==> src/rtl/sqrt_operand_normalizer.sv <==
// Operand normalizer ahead of the non-restoring square-root core: normalizes denormals,
// fixes exponent parity, emits a 2.52 radicand plus biased result exponent, or bypasses specials.
module sqrt_operand_normalizer #(
  parameter int SIZE          = 64,
  parameter int EXPONENT_SIZE = 11,
  parameter int MANTISSA_SIZE = 52
) (
  input  logic                       clk,
  input  logic                       rstN,
  input  logic                       inValid,
  output logic                       inReady,
  input  logic                       isFloat,
  input  logic [SIZE-1:0]            handlerOut,
  input  logic                       isInputNormalized,
  output logic                       outValid,
  input  logic                       outReady,
  output logic                       isSpecial,
  output logic [SIZE-1:0]            specialResult,
  output logic [MANTISSA_SIZE+1:0]   radicand,
  output logic [EXPONENT_SIZE-1:0]   resultExponent,
  output logic                       outIsFloat
);

  localparam int SIG_W  = MANTISSA_SIZE + 1;
  localparam int EXP_W  = EXPONENT_SIZE + 2;
  localparam int F_MANT = 23;
  localparam int F_EXP  = 8;
  localparam int F_PAD  = MANTISSA_SIZE - F_MANT;

  localparam logic signed [EXP_W-1:0] BIAS_D = EXP_W'((1 << (EXPONENT_SIZE - 1)) - 1);
  localparam logic signed [EXP_W-1:0] BIAS_F = EXP_W'(127);
  localparam logic signed [EXP_W-1:0] ONE    = EXP_W'(1);

  typedef enum logic [1:0] {IDLE, NORM, PREP, DONE} state_t;

  state_t                     r_state;
  logic                       r_inReady;
  logic                       r_outValid;
  logic                       r_isSpecial;
  logic [SIZE-1:0]            r_specialResult;
  logic [MANTISSA_SIZE+1:0]   r_radicand;
  logic [EXPONENT_SIZE-1:0]   r_resultExponent;
  logic                       r_isFloat;
  logic [SIG_W-1:0]           r_sig;
  logic signed [EXP_W-1:0]    r_exp;

  logic [EXPONENT_SIZE-1:0]   w_e;
  logic                       w_eNonZero;
  logic [SIG_W-1:0]           w_sig;
  logic signed [EXP_W-1:0]    w_inBias;
  logic signed [EXP_W-1:0]    w_unbiased;
  logic signed [EXP_W-1:0]    w_prepBias;
  logic signed [EXP_W-1:0]    w_evenExp;
  logic signed [EXP_W-1:0]    w_resExp;

  // Operand field extraction for the capture in IDLE
  assign w_e        = isFloat ? {{(EXPONENT_SIZE-F_EXP){1'b0}}, handlerOut[F_MANT +: F_EXP]}
                              : handlerOut[MANTISSA_SIZE +: EXPONENT_SIZE];
  assign w_eNonZero = |w_e;
  assign w_sig      = isFloat ? {w_eNonZero, handlerOut[F_MANT-1:0], {F_PAD{1'b0}}}
                              : {w_eNonZero, handlerOut[MANTISSA_SIZE-1:0]};
  assign w_inBias   = isFloat ? BIAS_F : BIAS_D;
  assign w_unbiased = (w_eNonZero ? $signed({2'b00, w_e}) : ONE) - w_inBias;

  // Even exponent halves exactly; odd exponent borrows one into the radicand
  assign w_prepBias = r_isFloat ? BIAS_F : BIAS_D;
  assign w_evenExp  = r_exp[0] ? r_exp - ONE : r_exp;
  assign w_resExp   = (w_evenExp >>> 1) + w_prepBias;

  always_ff @(posedge clk) begin
    if (!rstN) begin
      r_state          <= IDLE;
      r_inReady        <= 1'b1;
      r_outValid       <= 1'b0;
      r_isSpecial      <= 1'b0;
      r_specialResult  <= '0;
      r_radicand       <= '0;
      r_resultExponent <= '0;
      r_isFloat        <= 1'b0;
      r_sig            <= '0;
      r_exp            <= '0;
    end else begin
      case (r_state)
        IDLE: begin
          if (inValid) begin
            r_inReady <= 1'b0;
            r_isFloat <= isFloat;
            r_sig     <= w_sig;
            r_exp     <= w_unbiased;
            if (!isInputNormalized || (w_sig == '0)) begin
              r_isSpecial     <= 1'b1;
              r_specialResult <= handlerOut;
              r_outValid      <= 1'b1;
              r_state         <= DONE;
            end else if (w_eNonZero) begin
              r_state <= PREP;
            end else begin
              r_state <= NORM;
            end
          end
        end
        NORM: begin
          // Leave on the shift that sets the hidden bit, so k shifts take exactly k cycles
          if (r_sig[SIG_W-1]) begin
            r_state <= PREP;
          end else begin
            r_sig <= r_sig << 1;
            r_exp <= r_exp - ONE;
            if (r_sig[SIG_W-2]) r_state <= PREP;
          end
        end
        PREP: begin
          r_radicand       <= r_exp[0] ? {r_sig, 1'b0} : {1'b0, r_sig};
          r_resultExponent <= w_resExp[EXPONENT_SIZE-1:0];
          r_isSpecial      <= 1'b0;
          r_specialResult  <= '0;
          r_outValid       <= 1'b1;
          r_state          <= DONE;
        end
        DONE: begin
          if (outReady) begin
            r_outValid <= 1'b0;
            r_inReady  <= 1'b1;
            r_state    <= IDLE;
          end
        end
        default: begin
          r_state   <= IDLE;
          r_inReady <= 1'b1;
        end
      endcase
    end
  end

  assign inReady        = r_inReady;
  assign outValid       = r_outValid;
  assign isSpecial      = r_isSpecial;
  assign specialResult  = r_specialResult;
  assign radicand       = r_radicand;
  assign resultExponent = r_resultExponent;
  assign outIsFloat     = r_isFloat;

endmodule
==> config.mk <==
export PLATFORM = sky130hd
export DESIGN_NAME = sqrt_operand_normalizer
export DESIGN_NICKNAME = d
export VERILOG_FILES = /design/src/rtl/sqrt_operand_normalizer.sv
export SDC_FILE = /design/constraint.sdc
export NUM_CORES = 1
export LEC_CHECK = 0
export CORE_MARGIN = 1
export CORE_UTILIZATION = 50
export CTS_BUF_LIST = sky130_fd_sc_hd__clkbuf_8
export DETAILED_ROUTE_END_ITERATION = 10
export GPL_ROUTABILITY_DRIVEN = 0
export GPL_TIMING_DRIVEN = 0
export PLACE_DENSITY = 0.78
export SLEW_MARGIN = 25
export SYNTH_ARGS = -nofsm -noshare
export SYNTH_HDL_FRONTEND = slang
export SYNTH_SLANG_ARGS = --single-unit
==> constraint.sdc <==
create_clock -name clk -period 7.1 [get_ports clk]
set_input_delay 0.71 -clock clk [delete_from_list [all_inputs] [get_ports clk]]
set_output_delay 0.71 -clock clk [all_outputs]
set_load 0.01 [all_outputs]
==> impl_metrics.tcl <==
set metrics [dict create \
    hp-class "reg2reg" \
    cp_max_fo 10 \
    tritoncts_buffers 17 \
    post_cts_buffers 0 \
    drv_cap 0 \
    syn_to_final_growth_pct 27.5 \
    power.leakage_nw 4.39 \
    hold_violations 0 \
    post_synthesis_sequential_area_ratio_pct 39.9 \
    netlist_area_um2 10000 \
    slew_headroom_pct 50.7 \
    cts_max_path_buffers 2 \
    worstSetupEndpointType "register" \
    drcViolationCount 0 \
    insertedDiodeCount 0 \
    grt.total_usage_pct 32.1 \
    clock_skew_ns 0.0210 \
    criticalPathCategory "in2reg" \
    viasPerCell 5.94 \
    tritoncts "done" \
    grt_setup_unrepaired "no" \
    tritoncts_num_sinks 200 \
    synth_fp_nets 1285 \
    globalRoute.totalOverflow 0 \
    dr.first_iter.drc_count 933 \
    timing.final.max_slew_violations 0 \
    buffer_ports.inserted 201 \
    grt_max_degree 20 \
    ioPinCount 203 \
    power.switching_fraction_pct 42.8 \
    finalSetupViolations 0 \
    final_worst_path_period_need_ns 3.58 \
    setup_tns_final_ns 0 \
    clk_latency_ns 0.49 \
    outcome "completed" \
    tightest_slew_ns 0.735 \
    grt_first_pass_wirelength_mm 51.0 \
    post_synth_inst_count 1201 \
    cts.htree.levels 4 \
    ys.warnings.count 0 \
    cts.reportedPaths.clkPinSlew_ns 0.10 \
    fmax_mhz 280 \
    p_seq_share_pct 34.7 \
    total_switching_power_mw 2.15 \
    cp.required_ns 7.51 \
    synth.lib_cells_used.distinct 65 \
    antenna_found_initial 0 \
    postRouteAntennaNets 0 \
    fin_crit_sh_pct 50.4 \
    peakVddDrop_v 0.000167 \
    row_count 51 \
    hpwl_mm 25.1 \
    ys_dominant_reg_cell "sky130_fd_sc_hd__dfxtp_1" \
    cell_internal_power_dissipation_mw 2.88 \
    number_of_global_route_vias_before_repair 9293 \
    p_comb_share_pct 49.7 \
    timing.critical_path.arrival_ns 3.98 \
    synth_seq_cells 200 \
    finish.net_count 1505 \
    edff_count_synth 0 \
    holdBufCountCts 0 \
    dr.pass1.iters 5 \
    floorplan.die_area_um2 20600 \
    syn-mean-instance-area_um2 8.36 \
    cellPowerDensity_nw_per_um2 394 \
    cts_resized 0 \
    critical_path.startpoint_type "primary input" \
    drive_above_1_share_pct 6.97 \
    routed_wirelength_mm 32.7 \
    ctsRootBufferMaster "sky130_fd_sc_hd__clkbuf_8" \
    placeableCoreArea_um2 19600 \
    starting_density_of_the_core_pct 51.2 \
    fin_worst_hold_slack_ns 0.475 \
    async_reset_ff_share_pct 0 \
    power.clock.fraction_pct 15.5 \
    chipWidth_um 144 \
    avgRoutedWirePerCell_um 19.2 \
    die_y_um 144 \
    dr_total_vias 10100 \
]
flip-flops by register name, summed over array words and instances (netlist names):
| name | flops |
|---|---|
| inReady | 1 |
| r_sig | 53 |
| isSpecial | 1 |
| resultExponent | 11 |
| outIsFloat | 1 |
| r_exp | 12 |
| outValid | 1 |
| specialResult | 64 |
| radicand | 54 |
| r_state | 2 |
routing by layer:
metal / track usage [%] / wire length (um) / part of all wire, %
met3: 7.23 / 3430 / 10
met1: 42.3 / 13400 / 41
met2: 51.7 / 15000 / 46
met5: 0 / 0 / 0
met4: 11.0 / 852 / 2.6
cell type report:
cell class	instances	area, um2
Multi-Input combinational cell	877	5440
Inverter	17	63.8
Buffer	107	537
Sequential cell	200	4000
Clock buffer	17	234
Clock inverter	15	181
Tap cell	265	332
Timing Repair Buffer	201	2010
Fill cell	1728	6790
power by group through the flow:
stage	clock network (mW)	registers (mW)	logic [mW]
2_1_floorplan	0	1.78	1.54
3_3_place_gp	0	1.76	2.42
3_5_place_dp	0	1.77	2.47
4_1_cts	0.788	1.74	2.48
5_1_grt	0.831	1.79	2.76
6_report	0.782	1.75	2.51
kinds of logic after synthesis:
| family | synth area share, % |
|---|---|
| buf+inv | 5.98 |
| xor+xnor | 1.92 |
| flops | 39.9 |
| compound gates | 21.0 |
| fa+ha+maj | 1.74 |
| mux | 8.71 |
| simple gates | 20.8 |
cells in the mapped netlist, types with 5 or more instances:
cell type,n,area [um2]
sky130_fd_sc_hd__nor2b_1,5,31.3
sky130_fd_sc_hd__dfxtp_1,200,4000
sky130_fd_sc_hd__o22ai_2,20,250
sky130_fd_sc_hd__a221oi_1,28,245
sky130_fd_sc_hd__buf_6,12,135
sky130_fd_sc_hd__nor4_1,12,75.1
sky130_fd_sc_hd__inv_1,16,60.1
sky130_fd_sc_hd__nand4_1,5,31.3
sky130_fd_sc_hd__xnor2_1,14,123
sky130_fd_sc_hd__clkbuf_1,70,263
sky130_fd_sc_hd__o22ai_1,47,294
sky130_fd_sc_hd__nand2_1,207,777
sky130_fd_sc_hd__buf_2,18,90.1
sky130_fd_sc_hd__o21ai_0,49,245
sky130_fd_sc_hd__nand2b_1,6,37.5
sky130_fd_sc_hd__nand3_1,14,70.1
sky130_fd_sc_hd__a21oi_1,52,260
sky130_fd_sc_hd__a211oi_1,59,443
sky130_fd_sc_hd__buf_1,5,18.8
sky130_fd_sc_hd__nor3_1,37,185
sky130_fd_sc_hd__nand3b_1,29,218
sky130_fd_sc_hd__xor2_1,8,70.1
sky130_fd_sc_hd__ha_1,14,175
sky130_fd_sc_hd__mux2i_1,84,841
sky130_fd_sc_hd__nor2_1,117,439
worst paths after layout:
| check | start | slack [ns] | endpoint | cells after the start |
|---|---|---|---|---|
| max | isFloat | 3.52 | r_exp[9] | 13 |
| min | radicand[53] | 0.48 | radicand[53] | 2 |
| max reg2reg | r_exp[0] | 3.57 | resultExponent[10] | 11 |
| min reg2reg | radicand[53] | 0.48 | radicand[53] | 2 |
critical path, cell delays in order:
cell	delay (ns)
sky130_fd_sc_hd__clkdlybuf4s50_1	0.49
sky130_fd_sc_hd__buf_2	0.25
sky130_fd_sc_hd__buf_6	0.18
sky130_fd_sc_hd__buf_2	0.25
sky130_fd_sc_hd__buf_2	0.28
sky130_fd_sc_hd__mux2_2	0.36
sky130_fd_sc_hd__ha_1	0.32
sky130_fd_sc_hd__inv_1	0.06
sky130_fd_sc_hd__a2111oi_2	0.37
sky130_fd_sc_hd__a21oi_1	0.16
sky130_fd_sc_hd__o31a_1	0.28
sky130_fd_sc_hd__o21a_1	0.18
sky130_fd_sc_hd__o22ai_1	0.09
layout by cell type, fill, tap and decap left out, types with 17 or more instances in the layout:
master	instances
sky130_fd_sc_hd__a211oi_1	59
sky130_fd_sc_hd__a21oi_1	52
sky130_fd_sc_hd__a221oi_1	28
sky130_fd_sc_hd__buf_2	18
sky130_fd_sc_hd__clkbuf_1	70
sky130_fd_sc_hd__clkbuf_8	17
sky130_fd_sc_hd__clkdlybuf4s50_1	201
sky130_fd_sc_hd__dfxtp_1	200
sky130_fd_sc_hd__inv_1	17
sky130_fd_sc_hd__mux2i_1	84
sky130_fd_sc_hd__nand2_1	207
sky130_fd_sc_hd__nand3b_1	29
sky130_fd_sc_hd__nor2_1	117
sky130_fd_sc_hd__nor3_1	37
sky130_fd_sc_hd__o21ai_0	49
sky130_fd_sc_hd__o22ai_1	47
sky130_fd_sc_hd__o22ai_2	20
per-stage QoR:
| stage | cell area [um2] | std cells | power, mW | setup WS, ns | utilization (%) |
|---|---|---|---|---|---|
| 2_1_floorplan | 10000 | 1201 | 3.32 | 3.94 | - |
| 3_3_place_gp | 12400 | 1667 | 4.18 | 3.08 | 63.2 |
| 3_5_place_dp | 12400 | 1667 | 4.24 | 3.05 | 63.2 |
| 4_1_cts | 12800 | 1699 | 5.01 | 3.55 | 65.3 |
| 5_1_grt | 12800 | 1699 | 5.37 | 3.31 | 65.3 |
| 6_report | 12800 | 1699 | 5.04 | 3.52 | 65.3 |
No activity file was read; power rests on OpenSTA's default activity.
